===== src/rtl/updown_dir_ctrl_if.sv =====
// Signal bundle between the direction sequencer (slave) and the counter/button side (master).
// There is no valid/ready handshake: every signal is a level, sampled or produced each clock.
interface updown_dir_ctrl_if #(
    parameter int WIDTH = 3
);
    logic [WIDTH-1:0] count;
    logic             mode;
    logic             btn_raw;
    logic [WIDTH-1:0] lo_lim;
    logic [WIDTH-1:0] hi_lim;
    logic             ctrl;
    logic             rev;
    logic [7:0]       rev_cnt;
    logic             lim_err;
    logic             dir_dbg;

    modport master (
        output count, mode, btn_raw, lo_lim, hi_lim,
        input  ctrl, rev, rev_cnt, lim_err, dir_dbg
    );

    modport slave (
        input  count, mode, btn_raw, lo_lim, hi_lim,
        output ctrl, rev, rev_cnt, lim_err, dir_dbg
    );
endinterface


===== src/rtl/updown_dir_ctrl.sv =====
// Up/down direction sequencer: auto bounce between limits or manual toggle by button.
// Define UPDOWN_DIR_DEBOUNCE_EN to add the DEB_CYCLES debounce counter on the button path.
module updown_dir_ctrl #(
    parameter int WIDTH      = 3,
    parameter int DEB_CYCLES = 4
) (
    input  logic               clk,
    input  logic               rst,
    updown_dir_ctrl_if.slave   bus
);
    localparam logic [0:0] DIR_DOWN = 1'b0;
    localparam logic [0:0] DIR_UP   = 1'b1;

    if (DEB_CYCLES < 1) begin : g_bad_deb
        $error("DEB_CYCLES must be at least 1");
    end

    logic [0:0] dir_q;
    logic [0:0] dir_d;
    logic       sync1_q;
    logic       btn_s_q;
    logic       btn_db_q;
    logic       btn_db_d;
    logic       press;
    logic       rev_q;
    logic       rev_d;
    logic [7:0] rev_cnt_q;
    logic [7:0] rev_cnt_d;
    logic       lim_err;
    logic       at_hi;
    logic       at_lo;
    logic       auto_rev;
    logic       man_flip;
    logic       flip;

    assign lim_err = (bus.lo_lim >= bus.hi_lim);
    assign at_hi   = (bus.count >= bus.hi_lim);
    assign at_lo   = (bus.count <= bus.lo_lim);

    // Inclusive compares pull an out-of-range count back toward the window.
    always_comb begin
        auto_rev = 1'b0;
        if (bus.mode && !lim_err) begin
            case (dir_q)
                DIR_UP:  auto_rev = at_hi;
                default: auto_rev = at_lo;
            endcase
        end
    end

    assign man_flip = press & ~bus.mode;
    assign flip     = auto_rev | man_flip;
    assign dir_d    = flip ? ~dir_q : dir_q;
    assign rev_d    = (dir_d != dir_q);

    always_comb begin
        rev_cnt_d = rev_cnt_q;
        if (rev_q && (rev_cnt_q != 8'hFF)) begin
            rev_cnt_d = rev_cnt_q + 8'd1;
        end
    end

`ifdef UPDOWN_DIR_DEBOUNCE_EN
    localparam int DEB_W = (DEB_CYCLES > 1) ? $clog2(DEB_CYCLES) : 1;

    logic [DEB_W-1:0] deb_cnt_q;
    logic [DEB_W-1:0] deb_cnt_d;
    logic             deb_done;

    // The debounced level moves only after DEB_CYCLES consecutive mismatching cycles.
    assign deb_done = (btn_s_q != btn_db_q) && (deb_cnt_q == DEB_W'(DEB_CYCLES - 1));

    always_comb begin
        deb_cnt_d = '0;
        btn_db_d  = btn_db_q;
        if (btn_s_q != btn_db_q) begin
            if (deb_done) begin
                btn_db_d = btn_s_q;
            end else begin
                deb_cnt_d = deb_cnt_q + DEB_W'(1);
            end
        end
    end

    assign press = deb_done & btn_s_q;

    always_ff @(posedge clk or negedge rst) begin
        if (!rst) begin
            deb_cnt_q <= '0;
        end else begin
            deb_cnt_q <= deb_cnt_d;
        end
    end
`else
    assign btn_db_d = btn_s_q;
    assign press    = btn_s_q & ~btn_db_q;
`endif

    always_ff @(posedge clk or negedge rst) begin
        if (!rst) begin
            sync1_q  <= 1'b0;
            btn_s_q  <= 1'b0;
            btn_db_q <= 1'b0;
        end else begin
            sync1_q  <= bus.btn_raw;
            btn_s_q  <= sync1_q;
            btn_db_q <= btn_db_d;
        end
    end

    always_ff @(posedge clk or negedge rst) begin
        if (!rst) begin
            dir_q     <= DIR_DOWN;
            rev_q     <= 1'b0;
            rev_cnt_q <= 8'd0;
        end else begin
            dir_q     <= dir_d;
            rev_q     <= rev_d;
            rev_cnt_q <= rev_cnt_d;
        end
    end

    // ctrl is Mealy so the counter turns on the very edge a limit is reached.
    assign bus.ctrl    = dir_d[0];
    assign bus.rev     = rev_q;
    assign bus.rev_cnt = rev_cnt_q;
    assign bus.lim_err = lim_err;
    assign bus.dir_dbg = dir_q[0];
endmodule


===== src/flat_wrapper.sv =====
// flat-port wrapper written by rule: the top's interface ports become plain ports
module updown_dir_ctrl_flat 
#(
    parameter int WIDTH      = 3,
    parameter int DEB_CYCLES = 4
)
  (clk, rst, bus_count, bus_mode, bus_btn_raw, bus_lo_lim, bus_hi_lim, bus_ctrl, bus_rev, bus_rev_cnt, bus_lim_err, bus_dir_dbg);
  updown_dir_ctrl_if #(.WIDTH(WIDTH)) bus_i ();
  input  logic clk;
  input  logic rst;
  input wire logic [$bits(bus_i.count)-1:0] bus_count;
  input wire logic [$bits(bus_i.mode)-1:0] bus_mode;
  input wire logic [$bits(bus_i.btn_raw)-1:0] bus_btn_raw;
  input wire logic [$bits(bus_i.lo_lim)-1:0] bus_lo_lim;
  input wire logic [$bits(bus_i.hi_lim)-1:0] bus_hi_lim;
  output wire logic [$bits(bus_i.ctrl)-1:0] bus_ctrl;
  output wire logic [$bits(bus_i.rev)-1:0] bus_rev;
  output wire logic [$bits(bus_i.rev_cnt)-1:0] bus_rev_cnt;
  output wire logic [$bits(bus_i.lim_err)-1:0] bus_lim_err;
  output wire logic [$bits(bus_i.dir_dbg)-1:0] bus_dir_dbg;
  assign bus_i.count = bus_count;
  assign bus_i.mode = bus_mode;
  assign bus_i.btn_raw = bus_btn_raw;
  assign bus_i.lo_lim = bus_lo_lim;
  assign bus_i.hi_lim = bus_hi_lim;
  assign bus_ctrl = bus_i.ctrl;
  assign bus_rev = bus_i.rev;
  assign bus_rev_cnt = bus_i.rev_cnt;
  assign bus_lim_err = bus_i.lim_err;
  assign bus_dir_dbg = bus_i.dir_dbg;
  updown_dir_ctrl #(.WIDTH(WIDTH), .DEB_CYCLES(DEB_CYCLES)) u_core (.clk(clk), .rst(rst), .bus(bus_i));
endmodule

===== config.mk =====
export PLATFORM = sky130hd
export DESIGN_NAME = updown_dir_ctrl_flat
export DESIGN_NICKNAME = d
export VERILOG_FILES = /design/src/rtl/updown_dir_ctrl_if.sv /design/src/rtl/updown_dir_ctrl.sv /design/src/flat_wrapper.sv
export SDC_FILE = /design/constraint.sdc
export NUM_CORES = 1
export LEC_CHECK = 0
export BUFFER_PORTS_ARGS = -buffer_cell sky130_fd_sc_hd__clkbuf_2
export CORE_MARGIN = 2
export CORE_UTILIZATION = 43
export DETAILED_ROUTE_END_ITERATION = 10
export GPL_TIMING_DRIVEN = 0
export PLACE_DENSITY = 0.77
export RECOVER_POWER = 50
export SYNTH_ARGS = -nofsm -noshare
export SYNTH_HDL_FRONTEND = slang
export SYNTH_SLANG_ARGS = --single-unit

===== constraint.sdc =====
create_clock -name clk -period 1.2 [get_ports clk]
set_input_delay 0.18 -clock clk [delete_from_list [all_inputs] [get_ports clk]]
set_output_delay 0.18 -clock clk [all_outputs]
set_load 0.005 [all_outputs]

==> impl_metrics.ini <==
[die]
die-area_um2 = 2140
die-height_um = 46.3
fp.dieW_um = 46.3
rows = 15
core_um2 = 1710
io_pins = 25
start_util_pct = 45.0

[layout]
antennaDiodeCount = 0
register_area_um2 = 325
drive_gt1_share_pct = 54.6
stdcell_count = 144
fill_cells = 108
nets = 143
area_growth_pct = 65.6
multiInputGateArea_um2 = 571
final_cell_area_um2 = 1270

[cts]
clk_latency_ps = 280
h-tree-depth = 1
clock-root-buffer = clkbuf_4
clk_path_buf_depth = 2
clk_pin_slew_ps = 80
cts_tree = done
numCtsBuffers = 3
cts.sinks = 13

[power_and_ir_drop]
ir_drop_mv = 1.68
pwr_density_cell_nw_per_um2 = 1570
power_leakage_nw = 0.601

[timing]
hold_viol = 0
finalCritPeriodShare_pct = 142
setup_violations = 10
setup_slack_ps = -500
grt_setup_unrepaired = true
hold_ws_ps = 231
slew_headroom_pct = 53.0
slew_violations = 0
tightest_slew_ps = 705
fin_crit_ps = 1700
finClkSkew_ps = 2.50
fmax_mhz = 588

[critical_path]
arrival_ps = 1520
cp.required_ps = 1020
cp-end-kind = output port
critPathLaunchType = flop
path_max_fanout = 2
crit_type = flop to output port

[synth]
synth_commonest_cells = dfrtp_1, nand2_1, ha_1, inv_1, xnor2_1
synth_most_common_cell = dfrtp_1
yosysTopAreaCell = dfrtp_1
synth.distinct_cells = 26
synth_edf_count = 0
syn_nets = 100
synth.area.top_cells = dfrtp_1, ha_1, xnor2_1
async_reset_ff_share_pct = 100
synth_seq_cells = 13
synth_top_area_share_pct = 42.3
syn_area_per_cell_um2 = 9.98
ys_warn_count = 0
syn_area_um2 = 768
netlist_instances = 77
synth_ff_type = dfrtp_1
yosysSeqAreaShare_pct = 42.3

[grt]
grt_max_degree = 14
overflow = 0
grt_pass1_vias = 724
grt_pass1_wl_um = 3090
grtUsageTotal_pct = 20.8
antenna_found_initial = 0

[route]
route.vias.total = 736
drtPass1Iterations = 4
route.detailed.drc = 0
first_iter_violations = 10
avgViaCountPerCell = 5.11
wl_per_cell_um = 14.8
drt_wl_total_um = 2140
ant_nets = 0

[status]
violations = negative setup slack
status = finished with violations

[place]
dp_hpwl_um = 1210
placed_area_um2 = 1010
io_buffers = 24
dp.cells = 126
place.gp.congestion = 0.660
preCtsSetupSlack_ps = -430

[hold_path]
hold_class = primary input to flop

[job]
drv_cap = 0
[power by group]
part | internal, W | total [W] | switching [W] | leakage [nW]
logic | 0.000560 | 0.00100 | 0.000443 | 0.420
clock network | 0.000124 | 0.000268 | 0.000145 | 0.0177
registers | 0.000554 | 0.000727 | 0.000173 | 0.163
total | 0.00124 | 0.00200 | 0.000760 | 0.601
[per-layer routing]
layer	track usage, %	vias to the layer above	share of wire [%]
met5	0	-	0
met4	6.86	0	3.7
met3	9.41	8	6.4
met2	34.4	34	50
met1	23.5	338	40
li1	-	356	-
[final cells by class]
type,instances,share of cell area (%)
multi-input cells,55,44.8
flip-flops and latches,13,25.6
repair buffers,38,20.9
inverters,9,4.03
well taps,25,2.46
clock buffers,3,1.77
clock inverters,1,0.393
[logic make-up (layout without fill, tap and decap cells)]
family / count (synthesis) / after routing / synth area share [%]
buf+inv: 9 / 51 / 4.40
fa+ha+maj: 10 / 10 / 16.3
xor+xnor: 6 / 6 / 6.84
flops: 13 / 13 / 42.3
mux: 1 / 1 / 1.47
simple gates: 26 / 26 / 16.9
compound gates: 12 / 12 / 11.7
[path summary, 6_finish.rpt]
| path | end | startpoint | slack, ps | depth (start not counted) |
|---|---|---|---|---|
| max in group asynchronous | u_core.bus.rev_cnt[5]$_DFFE_PN0P_ | rst | 290 | 2 |
| worst min-delay path | u_core.bus.rev$_DFF_PN0_ | bus_mode | 230 | 3 |
| worst min register to register | u_core.btn_db_d$_DFF_PN0_ | u_core.sync1_q$_DFF_PN0_ | 360 | 0 |
| worst max-delay path | bus_ctrl | u_core.btn_db_q$_DFF_PN0_ | -500 | 5 |
| min in group asynchronous | u_core.bus.rev$_DFF_PN0_ | rst | 470 | 2 |
| worst max register to register | u_core.bus.rev_cnt[4]$_DFFE_PN0P_ | u_core.bus.rev_cnt[1]$_DFFE_PN0P_ | -90 | 4 |
[layout by cell type, fill, tap and decap left out, drive strengths merged, types with 2 or more instances in the layout]
| master | n |
|---|---|
| a211oi | 2 |
| and3 | 2 |
| buf | 15 |
| clkbuf | 24 |
| clkinv | 2 |
| dfrtp | 13 |
| dlygate4sd3 | 2 |
| ha | 10 |
| inv | 8 |
| nand2 | 11 |
| nand3 | 2 |
| nand4 | 4 |
| nor2 | 2 |
| o21ai | 4 |
| xnor2 | 5 |
[state kept, by name (all words and copies together) (netlist names)]
| register | count |
|---|---|
| u_core.btn_db_d | 1 |
| u_core.sync1_q | 1 |
| u_core.bus.rev | 1 |
| u_core.bus.dir_dbg | 1 |
| u_core.btn_db_q | 1 |
| u_core.bus.rev_cnt | 8 |
[metrics by stage]
step | total power (W) | setup TNS [ps] | utilization [%]
floorplan | 0.00105 | -92.9 | -
global placement | 0.00127 | -1210 | 59.3
detailed placement | 0.00129 | -1310 | 59.3
CTS | 0.00177 | -979 | 69.2
global route | 0.00212 | -1830 | 74.5
finish | 0.00200 | -1170 | 74.5
[worst max-delay path: stages, from the launching register on]
cell and delay, ps:
dfrtp_1 390, nor3b_1 350, nand2_1 100, o31a_1 120, o211ai_1 120, clkbuf_2 160
[repair_timing]
| item | CTS | global route |
|---|---|---|
| cloned | 0 | 0 |
| pin swaps | 14 | 14 |
| resized for setup | 9 | 21 |
| buffers inserted | 9 | 3 |
| hold buffers | 2 | 0 |
| endpoints found under the hold margin | 14 | 0 |
| setup endpoints to repair | 9 | 11 |
No activity file was read; power rests on OpenSTA's default activity.
